<file path="src/rtl/cache_control_if.sv">
// Bundle of every controller-facing signal: the CPU request handshake,
// the datapath array controls and the physical memory handshake.
// The controller connects through the slave modport. The master modport
// is for the environment that drives the requests and datapath status.
//
// CPU handshake (valid/ready): the CPU raises mem_read or mem_write and
// holds it, with its address and data, until the cycle in which mem_resp
// is high. The access completes in that cycle. The memory side uses the
// same rule: pmem_read or pmem_write stays high until the cycle in which
// pmem_resp is high.
interface cache_control_if;
    // CPU side
    logic mem_read;
    logic mem_write;
    logic mem_resp;
    // datapath status at the current index
    logic hit;
    logic hit_way;
    logic lru;
    logic dirty1;
    logic dirty2;
    // datapath array write enables
    logic load_tag1;
    logic load_tag2;
    logic load_valid1;
    logic load_valid2;
    logic load_data1;
    logic load_data2;
    logic load_dirty1;
    logic load_dirty2;
    logic load_lru;
    // datapath array write data and muxes
    logic valid1_in;
    logic valid2_in;
    logic dirty1_in;
    logic dirty2_in;
    logic lru_in;
    logic eviction;
    logic data_sel;
    logic pmem_addr_sel;
    // physical memory side
    logic pmem_read;
    logic pmem_write;
    logic pmem_resp;

    modport slave (
        input  mem_read, mem_write, hit, hit_way, lru, dirty1, dirty2, pmem_resp,
        output mem_resp,
        output load_tag1, load_tag2, load_valid1, load_valid2,
        output load_data1, load_data2, load_dirty1, load_dirty2, load_lru,
        output valid1_in, valid2_in, dirty1_in, dirty2_in, lru_in,
        output eviction, data_sel, pmem_addr_sel, pmem_read, pmem_write
    );

    modport master (
        output mem_read, mem_write, hit, hit_way, lru, dirty1, dirty2, pmem_resp,
        input  mem_resp,
        input  load_tag1, load_tag2, load_valid1, load_valid2,
        input  load_data1, load_data2, load_dirty1, load_dirty2, load_lru,
        input  valid1_in, valid2_in, dirty1_in, dirty2_in, lru_in,
        input  eviction, data_sel, pmem_addr_sel, pmem_read, pmem_write
    );
endinterface

</file>
<file path="src/rtl/cache_control.sv">
// Control FSM for a 2-way set-associative write-back cache.
// A hit completes in the cycle it is presented. A miss evicts the LRU way.
// If the LRU way is dirty, the controller first writes it back
// (WRITEBACK), then refills it (FILL), then returns to CHECK. In CHECK the
// request is looked up again and now hits.
// Optional feature: define CACHE_PERF_COUNTERS_EN to build the access and
// miss counters. Without it, both counter outputs are tied to zero.
module cache_control #(
    parameter int CNT_WIDTH = 16
) (
    input  logic                 clk,
    input  logic                 rst,
    cache_control_if.slave       bus,
    output logic [CNT_WIDTH-1:0] access_count,
    output logic [CNT_WIDTH-1:0] miss_count,
    output logic [1:0]           state_dbg
);

    typedef enum logic [1:0] {
        S_CHECK     = 2'd0,
        S_WRITEBACK = 2'd1,
        S_FILL      = 2'd2
    } state_t;

    state_t state_q, state_d;
    logic   req;
    logic   victim_dirty;
    logic   resp_evt;
    logic   miss_evt;

    // A read and a write together are served as a write.
    assign req          = bus.mem_read | bus.mem_write;
    assign victim_dirty = bus.lru ? bus.dirty2 : bus.dirty1;
    assign state_dbg    = state_q;

    // State register; reset abandons any memory transaction in flight.
    always_ff @(posedge clk) begin
        if (rst) state_q <= S_CHECK;
        else     state_q <= state_d;
    end

    // Next state and outputs; anything not driven by a state stays 0.
    always_comb begin
        state_d           = state_q;
        resp_evt          = 1'b0;
        miss_evt          = 1'b0;
        bus.mem_resp      = 1'b0;
        bus.load_tag1     = 1'b0;
        bus.load_tag2     = 1'b0;
        bus.load_valid1   = 1'b0;
        bus.load_valid2   = 1'b0;
        bus.load_data1    = 1'b0;
        bus.load_data2    = 1'b0;
        bus.load_dirty1   = 1'b0;
        bus.load_dirty2   = 1'b0;
        bus.load_lru      = 1'b0;
        bus.valid1_in     = 1'b0;
        bus.valid2_in     = 1'b0;
        bus.dirty1_in     = 1'b0;
        bus.dirty2_in     = 1'b0;
        bus.lru_in        = 1'b0;
        bus.eviction      = 1'b0;
        bus.data_sel      = 1'b0;
        bus.pmem_addr_sel = 1'b0;
        bus.pmem_read     = 1'b0;
        bus.pmem_write    = 1'b0;
        case (state_q)
            S_CHECK: begin
                if (req) begin
                    if (bus.hit) begin
                        // Hit: finish now and mark the other way as next victim.
                        resp_evt     = 1'b1;
                        bus.mem_resp = 1'b1;
                        bus.load_lru = 1'b1;
                        bus.lru_in   = ~bus.hit_way;
                        if (bus.mem_write) begin
                            bus.data_sel = 1'b1;
                            if (bus.hit_way) begin
                                bus.load_data2  = 1'b1;
                                bus.load_dirty2 = 1'b1;
                                bus.dirty2_in   = 1'b1;
                            end else begin
                                bus.load_data1  = 1'b1;
                                bus.load_dirty1 = 1'b1;
                                bus.dirty1_in   = 1'b1;
                            end
                        end
                    end else begin
                        miss_evt = 1'b1;
                        state_d  = victim_dirty ? S_WRITEBACK : S_FILL;
                    end
                end
            end
            S_WRITEBACK: begin
                // Victim tag + index addresses memory while the old line is written.
                bus.eviction      = 1'b1;
                bus.pmem_addr_sel = 1'b1;
                bus.pmem_write    = 1'b1;
                if (bus.pmem_resp) state_d = S_FILL;
            end
            S_FILL: begin
                bus.eviction  = 1'b1;
                bus.pmem_read = 1'b1;
                if (bus.pmem_resp) begin
                    // Install the fetched line clean and valid in the victim way.
                    if (bus.lru) begin
                        bus.load_data2  = 1'b1;
                        bus.load_tag2   = 1'b1;
                        bus.load_valid2 = 1'b1;
                        bus.load_dirty2 = 1'b1;
                        bus.valid2_in   = 1'b1;
                    end else begin
                        bus.load_data1  = 1'b1;
                        bus.load_tag1   = 1'b1;
                        bus.load_valid1 = 1'b1;
                        bus.load_dirty1 = 1'b1;
                        bus.valid1_in   = 1'b1;
                    end
                    state_d = S_CHECK;
                end
            end
            default: state_d = S_CHECK;
        endcase
    end

`ifdef CACHE_PERF_COUNTERS_EN
    logic [CNT_WIDTH-1:0] access_cnt_q, access_cnt_d;
    logic [CNT_WIDTH-1:0] miss_cnt_q, miss_cnt_d;

    // Counters wrap naturally at 2^CNT_WIDTH.
    always_comb begin
        access_cnt_d = access_cnt_q + {{(CNT_WIDTH-1){1'b0}}, resp_evt};
        miss_cnt_d   = miss_cnt_q + {{(CNT_WIDTH-1){1'b0}}, miss_evt};
    end

    // Counter registers, cleared by reset.
    always_ff @(posedge clk) begin
        if (rst) begin
            access_cnt_q <= '0;
            miss_cnt_q   <= '0;
        end else begin
            access_cnt_q <= access_cnt_d;
            miss_cnt_q   <= miss_cnt_d;
        end
    end

    assign access_count = access_cnt_q;
    assign miss_count   = miss_cnt_q;
`else
    logic unused_evt;
    assign unused_evt   = resp_evt ^ miss_evt;
    assign access_count = '0;
    assign miss_count   = '0;
`endif

endmodule
</file>
<file path="src/flat_wrapper.sv">
// flat-port wrapper written by rule: the top's interface ports become plain ports
module cache_control_flat 
#(
    parameter int CNT_WIDTH = 16
)
  (clk, rst, access_count, miss_count, state_dbg, bus_mem_read, bus_mem_write, bus_hit, bus_hit_way, bus_lru, bus_dirty1, bus_dirty2, bus_pmem_resp, bus_mem_resp, bus_load_tag1, bus_load_tag2, bus_load_valid1, bus_load_valid2, bus_load_data1, bus_load_data2, bus_load_dirty1, bus_load_dirty2, bus_load_lru, bus_valid1_in, bus_valid2_in, bus_dirty1_in, bus_dirty2_in, bus_lru_in, bus_eviction, bus_data_sel, bus_pmem_addr_sel, bus_pmem_read, bus_pmem_write);
  cache_control_if bus_i ();
  input  logic clk;
  input  logic rst;
  output logic [CNT_WIDTH-1:0] access_count;
  output logic [CNT_WIDTH-1:0] miss_count;
  output logic [1:0] state_dbg;
  input wire logic [$bits(bus_i.mem_read)-1:0] bus_mem_read;
  input wire logic [$bits(bus_i.mem_write)-1:0] bus_mem_write;
  input wire logic [$bits(bus_i.hit)-1:0] bus_hit;
  input wire logic [$bits(bus_i.hit_way)-1:0] bus_hit_way;
  input wire logic [$bits(bus_i.lru)-1:0] bus_lru;
  input wire logic [$bits(bus_i.dirty1)-1:0] bus_dirty1;
  input wire logic [$bits(bus_i.dirty2)-1:0] bus_dirty2;
  input wire logic [$bits(bus_i.pmem_resp)-1:0] bus_pmem_resp;
  output wire logic [$bits(bus_i.mem_resp)-1:0] bus_mem_resp;
  output wire logic [$bits(bus_i.load_tag1)-1:0] bus_load_tag1;
  output wire logic [$bits(bus_i.load_tag2)-1:0] bus_load_tag2;
  output wire logic [$bits(bus_i.load_valid1)-1:0] bus_load_valid1;
  output wire logic [$bits(bus_i.load_valid2)-1:0] bus_load_valid2;
  output wire logic [$bits(bus_i.load_data1)-1:0] bus_load_data1;
  output wire logic [$bits(bus_i.load_data2)-1:0] bus_load_data2;
  output wire logic [$bits(bus_i.load_dirty1)-1:0] bus_load_dirty1;
  output wire logic [$bits(bus_i.load_dirty2)-1:0] bus_load_dirty2;
  output wire logic [$bits(bus_i.load_lru)-1:0] bus_load_lru;
  output wire logic [$bits(bus_i.valid1_in)-1:0] bus_valid1_in;
  output wire logic [$bits(bus_i.valid2_in)-1:0] bus_valid2_in;
  output wire logic [$bits(bus_i.dirty1_in)-1:0] bus_dirty1_in;
  output wire logic [$bits(bus_i.dirty2_in)-1:0] bus_dirty2_in;
  output wire logic [$bits(bus_i.lru_in)-1:0] bus_lru_in;
  output wire logic [$bits(bus_i.eviction)-1:0] bus_eviction;
  output wire logic [$bits(bus_i.data_sel)-1:0] bus_data_sel;
  output wire logic [$bits(bus_i.pmem_addr_sel)-1:0] bus_pmem_addr_sel;
  output wire logic [$bits(bus_i.pmem_read)-1:0] bus_pmem_read;
  output wire logic [$bits(bus_i.pmem_write)-1:0] bus_pmem_write;
  assign bus_i.mem_read = bus_mem_read;
  assign bus_i.mem_write = bus_mem_write;
  assign bus_i.hit = bus_hit;
  assign bus_i.hit_way = bus_hit_way;
  assign bus_i.lru = bus_lru;
  assign bus_i.dirty1 = bus_dirty1;
  assign bus_i.dirty2 = bus_dirty2;
  assign bus_i.pmem_resp = bus_pmem_resp;
  assign bus_mem_resp = bus_i.mem_resp;
  assign bus_load_tag1 = bus_i.load_tag1;
  assign bus_load_tag2 = bus_i.load_tag2;
  assign bus_load_valid1 = bus_i.load_valid1;
  assign bus_load_valid2 = bus_i.load_valid2;
  assign bus_load_data1 = bus_i.load_data1;
  assign bus_load_data2 = bus_i.load_data2;
  assign bus_load_dirty1 = bus_i.load_dirty1;
  assign bus_load_dirty2 = bus_i.load_dirty2;
  assign bus_load_lru = bus_i.load_lru;
  assign bus_valid1_in = bus_i.valid1_in;
  assign bus_valid2_in = bus_i.valid2_in;
  assign bus_dirty1_in = bus_i.dirty1_in;
  assign bus_dirty2_in = bus_i.dirty2_in;
  assign bus_lru_in = bus_i.lru_in;
  assign bus_eviction = bus_i.eviction;
  assign bus_data_sel = bus_i.data_sel;
  assign bus_pmem_addr_sel = bus_i.pmem_addr_sel;
  assign bus_pmem_read = bus_i.pmem_read;
  assign bus_pmem_write = bus_i.pmem_write;
  cache_control #(.CNT_WIDTH(CNT_WIDTH)) u_core (.clk(clk), .rst(rst), .bus(bus_i), .access_count(access_count), .miss_count(miss_count), .state_dbg(state_dbg));
endmodule
</file>
<file path="config.mk">
export PLATFORM = sky130hd
export DESIGN_NAME = cache_control_flat
export DESIGN_NICKNAME = d
export VERILOG_FILES = /design/src/rtl/cache_control_if.sv /design/src/rtl/cache_control.sv /design/src/flat_wrapper.sv
export SDC_FILE = /design/constraint.sdc
export NUM_CORES = 1
export LEC_CHECK = 0
export CAP_MARGIN = 20
export CORE_ASPECT_RATIO = 0.8
export CORE_MARGIN = 5
export CORE_UTILIZATION = 29
export DETAILED_ROUTE_END_ITERATION = 8
export GPL_TIMING_DRIVEN = 0
export PLACE_DENSITY = 0.85
export SYNTH_ARGS = -nofsm -noshare
export SYNTH_HDL_FRONTEND = slang
export SYNTH_SLANG_ARGS = --single-unit
</file>
<file path="constraint.sdc">
create_clock -name clk -period 2.6 [get_ports clk]
set_input_delay 0.39 -clock clk [delete_from_list [all_inputs] [get_ports clk]]
set_output_delay 0.39 -clock clk [all_outputs]
set_load 0.03 [all_outputs]
</file>
# Yosys cells after proc, flatten, opt, wreduce, memory -nomap -nowiden
# Cells that the tools add are included.
[op_classes]
eq_ne = 6
n_mux = 38
bitwise_logic = 2
n_reduce_logical = 3
[op_table]
columns = ["operator", "n"]
rows = [
  ["2-to-1 mux 1 bit", 30],
  ["2-to-1 mux 2 bit", 5],
  ["inequality test 2 bit (second input constant)", 3],
  ["one-hot mux 2 bit (3 select lines)", 1],
  ["one-hot mux 1 bit (2 select lines)", 2],
  ["AND reduction 4 bit", 1],
  ["== test 2 x 1 -> 1 bit (second input constant)", 1],
  ["== test 2 bit (second input constant)", 1],
  ["logical NOT 2 bit", 1],
  ["inequality test 2 x 1 -> 1 bit (second input constant)", 1],
  ["OR reduction 2 bit", 1],
  ["NOT 1 bit", 1],
  ["bitwise OR 1 bit", 1],
]
[totals]
regBits = 2
inputBits = 10
output_inout_bits = 54
word_cells = 50

# Logic depth before layout (Yosys ltp)
[logic_depth]
word_depth = 5
ltp_mapped = 7
ltp_nobuf = 6

# Least setup slack after synthesis
# OpenSTA, ideal clock, no wires.
[synth_path]
path_type = "register to output"
start = "register u_core.state_q[1] (netlist: u_core.state_dbg[1])"
end = "output port bus_load_dirty2"
arrival_time_ps = 2065
t_required_ps = 2210
setup_slack_ps = 145
path_stages_with_launch = 8
n_path_buf = 1
cell_sequence = "dfxtp_1 -> inv_1 -> ha_1 -> nand3_2 -> inv_1 -> and2_1 -> or2_1 -> buf_4"
[synth_via]
elab_chain_cells = 2
word_cells_on_any_way = 3
classes_between = "eq/ne: 1; mux: 1; reduce/logical: 1"
[synth_rtl]
columns = ["item", "line", "text"]
rows = [
  ["from (decl)", "cache_control.sv:25", "state_t state_q, state_d;"],
  ["from (signal assigned)", "cache_control.sv:39", "else state_q <= state_d;"],
  ["== test 2 bit / logical NOT 2 bit (equally long branches)", "--", ""],
  ["one-hot mux 1 bit (2 select lines) (*)", "--", ""],
  ["to (decl)", "flat_wrapper.sv:29", "output wire logic [$bits(bus_i.load_dirty2)-1:0] bus_load_dirty2;"],
]
# Every way passes the cells marked *; elsewhere a longest branch is shown, timed or not.

# Final worst setup path
[layout_path]
start = "register u_core.state_q[1] (netlist: u_core.state_dbg[1])"
end = "output port bus_load_dirty1"
[layout_via]
elab_chain_cells = 2
word_cells_on_any_way = 3
classes_between = "eq/ne: 1; mux: 1; reduce/logical: 1"
[layout_rtl]
columns = ["item", "line", "text"]
rows = [
  ["== test 2 bit / logical NOT 2 bit (equally long branches)", "cache_control.sv:67", "case (state_q)"],
  ["one-hot mux 1 bit (2 select lines) (*)", "cache_control.sv:67", ""],
  ["to (decl)", "flat_wrapper.sv:28", "output wire logic [$bits(bus_i.load_dirty1)-1:0] bus_load_dirty1;"],
]
# Marked as above.

==> results.yml <==
finish:
  n_antenna_cell: 0
  n_fill_cell: 185
  mostFrequentLayoutCell: "buf_4"
  multi_input_area_um2: 325
  fin_util: 0.557
  area_growth_pct: 85.1
  largest_reg_flops: 2
  regArea_um2: 40.0
  layout_common_cells: "buf_4, conb_1, clkdlybuf4s50_1"
  drive_gt1_frac: 0.353
  final_nets: 151
  final_area_um2: 1040
power_and_ir_drop:
  p_int_uw: 348
  pwr-share-clk: 0.093
  switchingPower_uw: 368
  netSwitchingFraction: 0.514
  p_leak_uw: 0.000607
  combPwrFrac: 0.833
  p_per_area_nw_per_um2: 686
  ir_drop_mv: 0.355
  pwr-share-seq: 0.074
grt:
  grt_max_degree: 7
  grt_overflow: 0
  grt_pass1_vias: 543
  antenna_found_initial: 0
  grt_usage: 0.105
  grt_pass1_wl_um: 2400
clocking:
  htreeDepth: 1
  root_buffer: "clkbuf_4"
  clock_latency_ns: 0.22
  cts_tree: "built"
  clk_path_buf_depth: 2
  cts_buffers: 3
  cts_hold_buffers: 0
  clkTransAtPathRegs_ns: 0.03
  cts_num_sinks: 2
worst_setup_path:
  cp-end-kind: "output port"
  critPathTopFamily: "buffers and inverters"
  slowest_delay_ns: 0.66
  slowest_stage: "clkdlybuf4s50_1"
  crit_fanout: 6
  critPathBufInv: 3
  startpoint_type: "flip-flop"
  criticalPathCategory: "reg2out"
  cp.required_ns: 2.21
  worstPathCellList: "inv_1 > ha_1 > nand3_2 > o22ai_1 > buf_4 > clkdlybuf4s50_1"
  arrival_ns: 2.06
synthesis:
  ys_ff_latch: 2
  synth.top_cell.area_share: 0.532
  ys_top_cells_by_area: "buf_4, dfxtp_1, ha_1"
  synth_flop_cell: "dfxtp_1"
  syn_inst: 71
  synth-edff-count: 0
  synth_area_um2: 564
  async_reset_ff_frac: 0
  ys_seq_area_frac: 0.0710
  yosysWarnings: 0
  ys_types: 23
  avgSynthCellArea_um2: 7.95
  synth_area_leader_cell: "buf_4"
sta:
  finalSetupViolCount: 0
  finClkSkew_ns: 0.00260
  rsz0062_at_grt: "no"
  whs_ns: 0.536
  fin_ws_ns: 0.146
  fmax_mhz: 407
  maxSlewViolCount: 0
  fin_crit_ns: 2.45
  hold_viol: 0
  setup_tns_ns: 0
  min_period_over_period: 0.944
place:
  dp_hpwl_um: 1420
  place_area_um2: 1020
  dp_slack_ns: 0.0905
  gp_congestion: 0.665
  port_buffers: 31
drt:
  ant_nets: 0
  vias: 556
  drc: 0
  drtIter0Drc: 4
  routed_wl_um: 1530
  via_per_inst: 3.48
  wl_per_cell_um: 9.54
  dr.pass1.iters: 4
floorplanning:
  rows: 14
  start_util: 0.301
  die_width_um: 59.3
  dieHeight_um: 49.5
  core_um2: 1870
  dieArea_um2: 2930
  pin_count: 64
run:
  cap_violations: 0
worst_hold_path:
  worstHoldPathType: "reg2reg"
status:
  outcome: "completed"
kinds of logic (layout without fill, tap and decap cells):
family / count (synthesis) / count (layout) / share of synthesized area
AO/OA/AOI/OAI: 8 / 8 / 0.133
adder cells (fa/ha/maj): 3 / 3 / 0.0665
buffers and inverters: 44 / 78 / 0.559
flip-flops: 2 / 2 / 0.0710
multiplexers: 2 / 2 / 0.0443
other: 1 / 32 / 0.00665
AND/OR/NAND/NOR: 11 / 11 / 0.120
cell usage after synthesis (2+ instances only):
cell type	count
o21ba_1	2
nor2b_1	2
ha_1	3
buf_4	40
nor2_1	2
inv_1	4
dfxtp_1	2
final timing paths:
path | start | to | slack (ns) | cells past startpoint
max reg2reg | u_core.state_dbg[0] | u_core.state_dbg[0] | 1.16 | 5
max | u_core.state_dbg[1] | bus_load_dirty1 | 0.15 | 6
min reg2reg | u_core.state_dbg[0] | u_core.state_dbg[0] | 0.54 | 2
min | u_core.state_dbg[0] | u_core.state_dbg[0] | 0.54 | 2
power groups by stage:
stage                     Sequential, uW  Combinational [uW]  Clock (uW)
after floorplan                     74.0                 400           0
after global placement              53.3                 591           0
after detailed placement            54.1                 602           0
after CTS                           53.7                 600        71.0
after global routing                55.0                 635        71.0
final                               53.1                 597        66.3
repair_timing:
action	CTS	global route
resized for setup	1	1
setup endpoints to repair	1	1
gates cloned	0	0
buffers inserted	0	0
final cells by class:
class | count | share of cell area
plain buffers | 40 | 0.287
clock buffers | 3 | 0.0216
inverters | 4 | 0.0144
multi-input cells | 56 | 0.311
flip-flops and latches | 2 | 0.0383
well taps | 24 | 0.0287
repair buffers | 31 | 0.298
worst reg2reg max path, cell delays in order, from the launching register on:
cell     delay [ns]
dfxtp_1        0.37
inv_1          0.08
ha_1           0.24
o21ba_1        0.21
a21oi_1        0.23
mux2i_1        0.23
per-stage QoR:
stage | instances | power, uW
after floorplan | 102 | 474
after global placement | 157 | 644
after global routing | 160 | 761
after detailed placement | 157 | 656
final | 160 | 716
after CTS | 160 | 725
layer usage:
| metal | share of wire | global-route usage | vias to the layer above |
|---|---|---|---|
| met5 | 0 | 0 | - |
| met4 | 0 | 0.0340 | 0 |
| met3 | 0.14 | 0.0339 | 0 |
| met2 | 0.58 | 0.215 | 29 |
| met1 | 0.28 | 0.0920 | 239 |
| li1 | - | - | 288 |
Power figures use the tool's default switching activity.
==> patch 1 (config.mk and constraints unchanged) <==
Add a define of `CACHE_PERF_COUNTERS_EN`.
--- a/src/rtl/cache_control.sv
+++ b/src/rtl/cache_control.sv
@@ -7,2 +7,4 @@
 // miss counters. Without it, both counter outputs are tied to zero.
+`define CACHE_PERF_COUNTERS_EN
+
 module cache_control #(
Function: changed (a bounded check fails within 4 cycles, from zero or initial values and one cycle with rst high).
==> patch 1 against the original RTL <==
  * Design area rose by 130%
  * Area after synthesis rose to 2.9 times the old value
  * Routed wire length rose to 2.6 times the old value
  * Sequential cell count rose by 32
  * Critical path depth rose by 2
  * Worst setup slack improved by 0.011 ns
  * Total power rose by 69%
  * Non-clock buffer count rose by 3
  * Critical path type unchanged
  * Critical endpoint is now bus_load_dirty2
  * Largest cell class is now multi-input gates
==> patch 1: results (changes against the original RTL) <==
largest fanout on the critical path=4 (was 6); via count normalized by instance count=4.500 (was 3.475); total leakage power=0.0008675 uW (was 0.0006066 uW); wire length of the first global-routing pass=6389 um (was 2401 um); total global routing track utilization=0.1118 (was 0.1054); final weighted congestion in routability-driven placement=0.7909 (was 0.6651); HPWL after detailed placement=3115 um (was 1416 um); Vias=1521 (was 556); cell at the slowest stage of the critical path=dfxtp_2 (was clkdlybuf4s50_1); class of the tightest hold or removal check=in -> reg (was reg -> reg); Post-layout nets=277 (was 151); synthesized instance count=191 (was 71); multiplexer share of the synthesized area=0.006881 (was 0.04435); worst hold slack=0.4231 ns (was 0.5364 ns); number of DRC markers after the initial detailed-route iteration=64 (was 4); largest cells by area after synthesis=dfxtp_1 (42%), xnor2_1 (8.6%), nor2_1 (7.8%) (was buf_4 (53%), dfxtp_1 (7.1%), ha_1 (6.7%)); top cell types by occurrence after synthesis=dfxtp_1 (34), nor2_1 (34), xnor2_1 (16) (was buf_4 (40), inv_1 (4), ha_1 (3)); cts bufs inserted=5 (was 3); count of distinct cell types in the synthesized netlist=34 (was 23); synthesized-area fraction occupied by ao, oa, aoi and oai cells=0.04511 (was 0.1330); later-pin clock latency in the skew report=0.28 ns (was 0.22 ns); worst setup skew after layout=0.002221 ns (was 0.002600 ns); worst-case register-to-register setup slack=0.22 ns (was 1.16 ns); adder and majority gate portion of the synthesized area=0.05352 (was 0.06652); largest net degree at the start of global routing=11 (was 7); CTS HTree Levels=2 (was 1); data arrival at the endpoint of the critical path=2.05 ns; most used flip-flop cell after synthesis=dfxtp_1 (unchanged); sequential area share after synthesis=0.4159 (was 0.07095); clock slew at reported path FFs=0.06 ns (was 0.03 ns); result of the run=completed (unchanged); largest incremental delay on the critical path=0.36 ns (was 0.66 ns); root buffer cell=clkbuf_8 (was clkbuf_4); average detailed-routed wire length per instance=11.76 um (was 9.538 um); Max VDD drop=0.2161 mV (was 0.3547 mV); placed insts=331 (was 157); post-synthesis xor/xnor area fraction=0.1338 (was 0)
==> patch 1: cell type report <==
class / instances / area [sq um]
Fill cell: 551 / 3032
Inverter: 8 / 30.03
Sequential cell: 34 / 683.2
Multi-Input combinational cell: 137 / 853.3
Clock buffer: 7 / 76.32
Timing Repair Buffer: 62 / 618.1
Buffer: 12 / 75.07
Tap cell: 78 / 97.59
==> patch 1: layer usage <==
layer	wire length, um	global-route usage	part of all wire	vias to the layer above
met5	0	0	0	-
met4	76	0.04762	0.019	0
met3	367	0.05186	0.092	5
met2	1711	0.1623	0.43	54
met1	1818	0.1410	0.46	686
li1	-	-	-	776
==> patch 1: metrics by stage <==
stage               instance area (sq um)  setup slack [ns]    util
global route                         2434           0.01010  0.4453
finish                               2434            0.1568  0.4453
global placement                     2357           -0.1085  0.4313
CTS                                  2431           0.07060  0.4448
detailed placement                   2357           -0.1453  0.4313
floorplan                            1639            0.1794       -
==> patch 1: final timing paths <==
check / startpoint / end / cells after the start
hold reg to reg: u_core.miss_count[15] / u_core.miss_count[15] / 2
setup reg to reg: u_core.state_dbg[0] / u_core.miss_count[14] / 10
hold / removal: rst / u_core.miss_count[1] / 2
setup / recovery: u_core.state_dbg[0] / bus_load_dirty2 / 8
==> patch 1: kinds of logic (layout without fill, tap and decap cells) <==
family | after synthesis | in the layout
compound gates | 12 | 12
xor+xnor | 25 | 25
fa+ha+maj | 7 | 7
buf+inv | 20 | 89
flops | 34 | 34
mux | 1 | 1
simple gates | 92 | 92
==> patch 1: repair_timing <==
action                                  4_1_cts  5_1_grt
gates resized for setup                       2        2
buffers inserted                              0        0
endpoints found under the setup margin        2        3
pin swaps                                     0        0
hold buffers                                  0        0
==> patch 1: report_power, final <==
group	internal (uW)	total [uW]	switching, uW
sequential	536	548	12.0
combinational	131	304	172
clock	184	359	175
==> patch 2 (same settings) <==
Made on the original files. Register the output `state_dbg` once more, without a reset; this adds one clock of latency there. The other outputs are not delayed to match.
--- a/src/rtl/cache_control.sv
+++ b/src/rtl/cache_control.sv
@@ -33,3 +33,5 @@
     assign victim_dirty = bus.lru ? bus.dirty2 : bus.dirty1;
-    assign state_dbg    = state_q;
+    always_ff @(posedge clk) begin
+        state_dbg <= state_q;
+    end
 
Function: changed (a bounded check fails within 4 cycles, from zero or initial values and one cycle with rst high).
==> patch 2 against the original RTL <==
  * Sequential cell count is 2 higher
  * Worst setup slack better by 0.035 ns
  * Largest power group unchanged
  * Design area is 4.1% higher
  * Routed wire length is 6.7% higher
  * Sequential share of layout area is 3.5 points higher
  * Critical path depth is 2 higher
  * Register-to-register slack worse by 0.08 ns
  * Total power is 8.9% higher
  * Clock power is 19% higher
  * First-iteration DRC count is 50% lower
  * Critical endpoint is now bus_load_dirty2
  * Area after synthesis is 7.1% higher
  * Final cell count is 1.3% higher
==> patch 2: results (changes against the original RTL) <==
Async SR Flop Fraction=0 (unchanged); sequential area share after synthesis=0.1325 (was 0.07095); most used flip-flop cell after synthesis=dfxtp_1 (unchanged); antenna diode count=0 (unchanged); synthesized-area fraction occupied by ao, oa, aoi and oai cells=0.1242 (was 0.1330); fraction of area in clock buffers and inverters=0.02071 (was 0.02156); Non-clock buffers, area share=0.5650 (was 0.5856); depth of the worst hold-timing path=0 (was 2); largest cells by area after synthesis=buf_4 (50%), dfxtp_1 (13%), ha_1 (6.2%) (was buf_4 (53%), dfxtp_1 (7.1%), ha_1 (6.7%)); total area of multi-input combinational cells=325.3 sq um (unchanged); later-pin clock latency in the skew report=0.24 ns (was 0.22 ns); data arrival at the endpoint of the critical path=2.03 ns (was 2.06 ns); count of input and output buffers=31 (unchanged); largest incremental delay on the critical path=0.39 ns (was 0.66 ns); number of DRC markers after the initial detailed-route iteration=2 (was 4); result of the run=completed (unchanged); placed insts=159 (was 157); pre-CTS WS=0.09705 ns (was 0.09047 ns); multi-input logic cell count=56 (unchanged); count of distinct cell types in the synthesized netlist=23 (unchanged); YS warnings=0 (unchanged); via count of the first global-routing pass=576 (was 543); Inverters excl. clock=4 (unchanged); dominant kind of cell=non-clock buffers (unchanged); count of clock buffers in the final design=3 (unchanged); FF+latch area=80.08 sq um (was 40.04 sq um); Psw=389.8 uW (was 368.3 uW); wire length of the first global-routing pass=2477 um (was 2401 um); post-synthesis xor/xnor area fraction=0 (unchanged); top cell types by occurrence after synthesis=buf_4 (40), dfxtp_1 (4), inv_1 (4) (was buf_4 (40), inv_1 (4), ha_1 (3)); worst setup skew after layout=0.007060 ns (was 0.002600 ns); power dissipated in the clock network=78.8 uW (was 66.3 uW); HPWL after detailed placement=1502 um (was 1416 um); final weighted congestion in routability-driven placement=0.6938 (was 0.6651); core box area=1927 sq um (was 1874 sq um); routed wire length=1628 um (was 1526 um); fill cell count=183 (was 185); adder and majority gate portion of the synthesized area=0.06211 (was 0.06652); count of cells along the worst register-to-register path=5 (unchanged); share of cell area taken by flip-flops and latches=0.07365 (was 0.03832); Sinks on Clock Net=4 (was 2); multiplexer share of the synthesized area=0.04141 (was 0.04435); Post-layout nets=153 (was 151); Max VDD drop=0.3892 mV (was 0.3547 mV); Vias=560 (was 556); Seq pwr share=0.127 (was 0.074); CTS HTree Levels=1 (unchanged); via count normalized by instance count=3.457 (was 3.475); share of cells above drive strength 1=0.3478 (was 0.3529); cell at the slowest stage of the critical path=dfxtp_1 (was clkdlybuf4s50_1); synthesized area divided by synthesized cell count=8.278 sq um (was 7.948 sq um); total power density per cell area=717.5 nW/um^2 (was 685.6 nW/um^2); total leakage power=0.0006394 uW (was 0.0006066 uW); iteration count of the initial detailed-routing pass=4 (unchanged); standard cell area after detailed placement=1061 sq um (was 1021 sq um); Bufs on Longest Clock Path=2 (unchanged); total global routing track utilization=0.1053 (was 0.1054)
==> patch 2: worst register-to-register path, stage by stage (launching register included) <==
cell and delay (ns):
dfxtp_1 0.39, inv_1 0.11, ha_1 0.24, o21ba_1 0.22
a21oi_1 0.27, mux2i_1 0.22
==> patch 2: path summary, 6_finish.rpt <==
check / start / to / slack, ns
max: u_core.state_q[1] / bus_load_dirty2 / 0.18
min: u_core.state_q[0] / u_core.state_dbg[0] / 0.40
max reg2reg: u_core.state_q[1] / u_core.state_q[0] / 1.08
min reg2reg: u_core.state_q[0] / u_core.state_dbg[0] / 0.40
==> patch 2: per-layer routing <==
metal | track usage | share of wire | vias to the layer above
li1 | - | - | 295
met1 | 0.1108 | 0.33 | 225
met2 | 0.1884 | 0.54 | 38
met3 | 0.04534 | 0.12 | 2
met4 | 0.02888 | 0.0080 | 0
met5 | 0 | 0 | -
==> patch 2: repair_timing <==
action                                  4_1_cts  5_1_grt
endpoints found under the setup margin        1        2
resized for setup                             1        2
hold endpoints to repair                      0        0
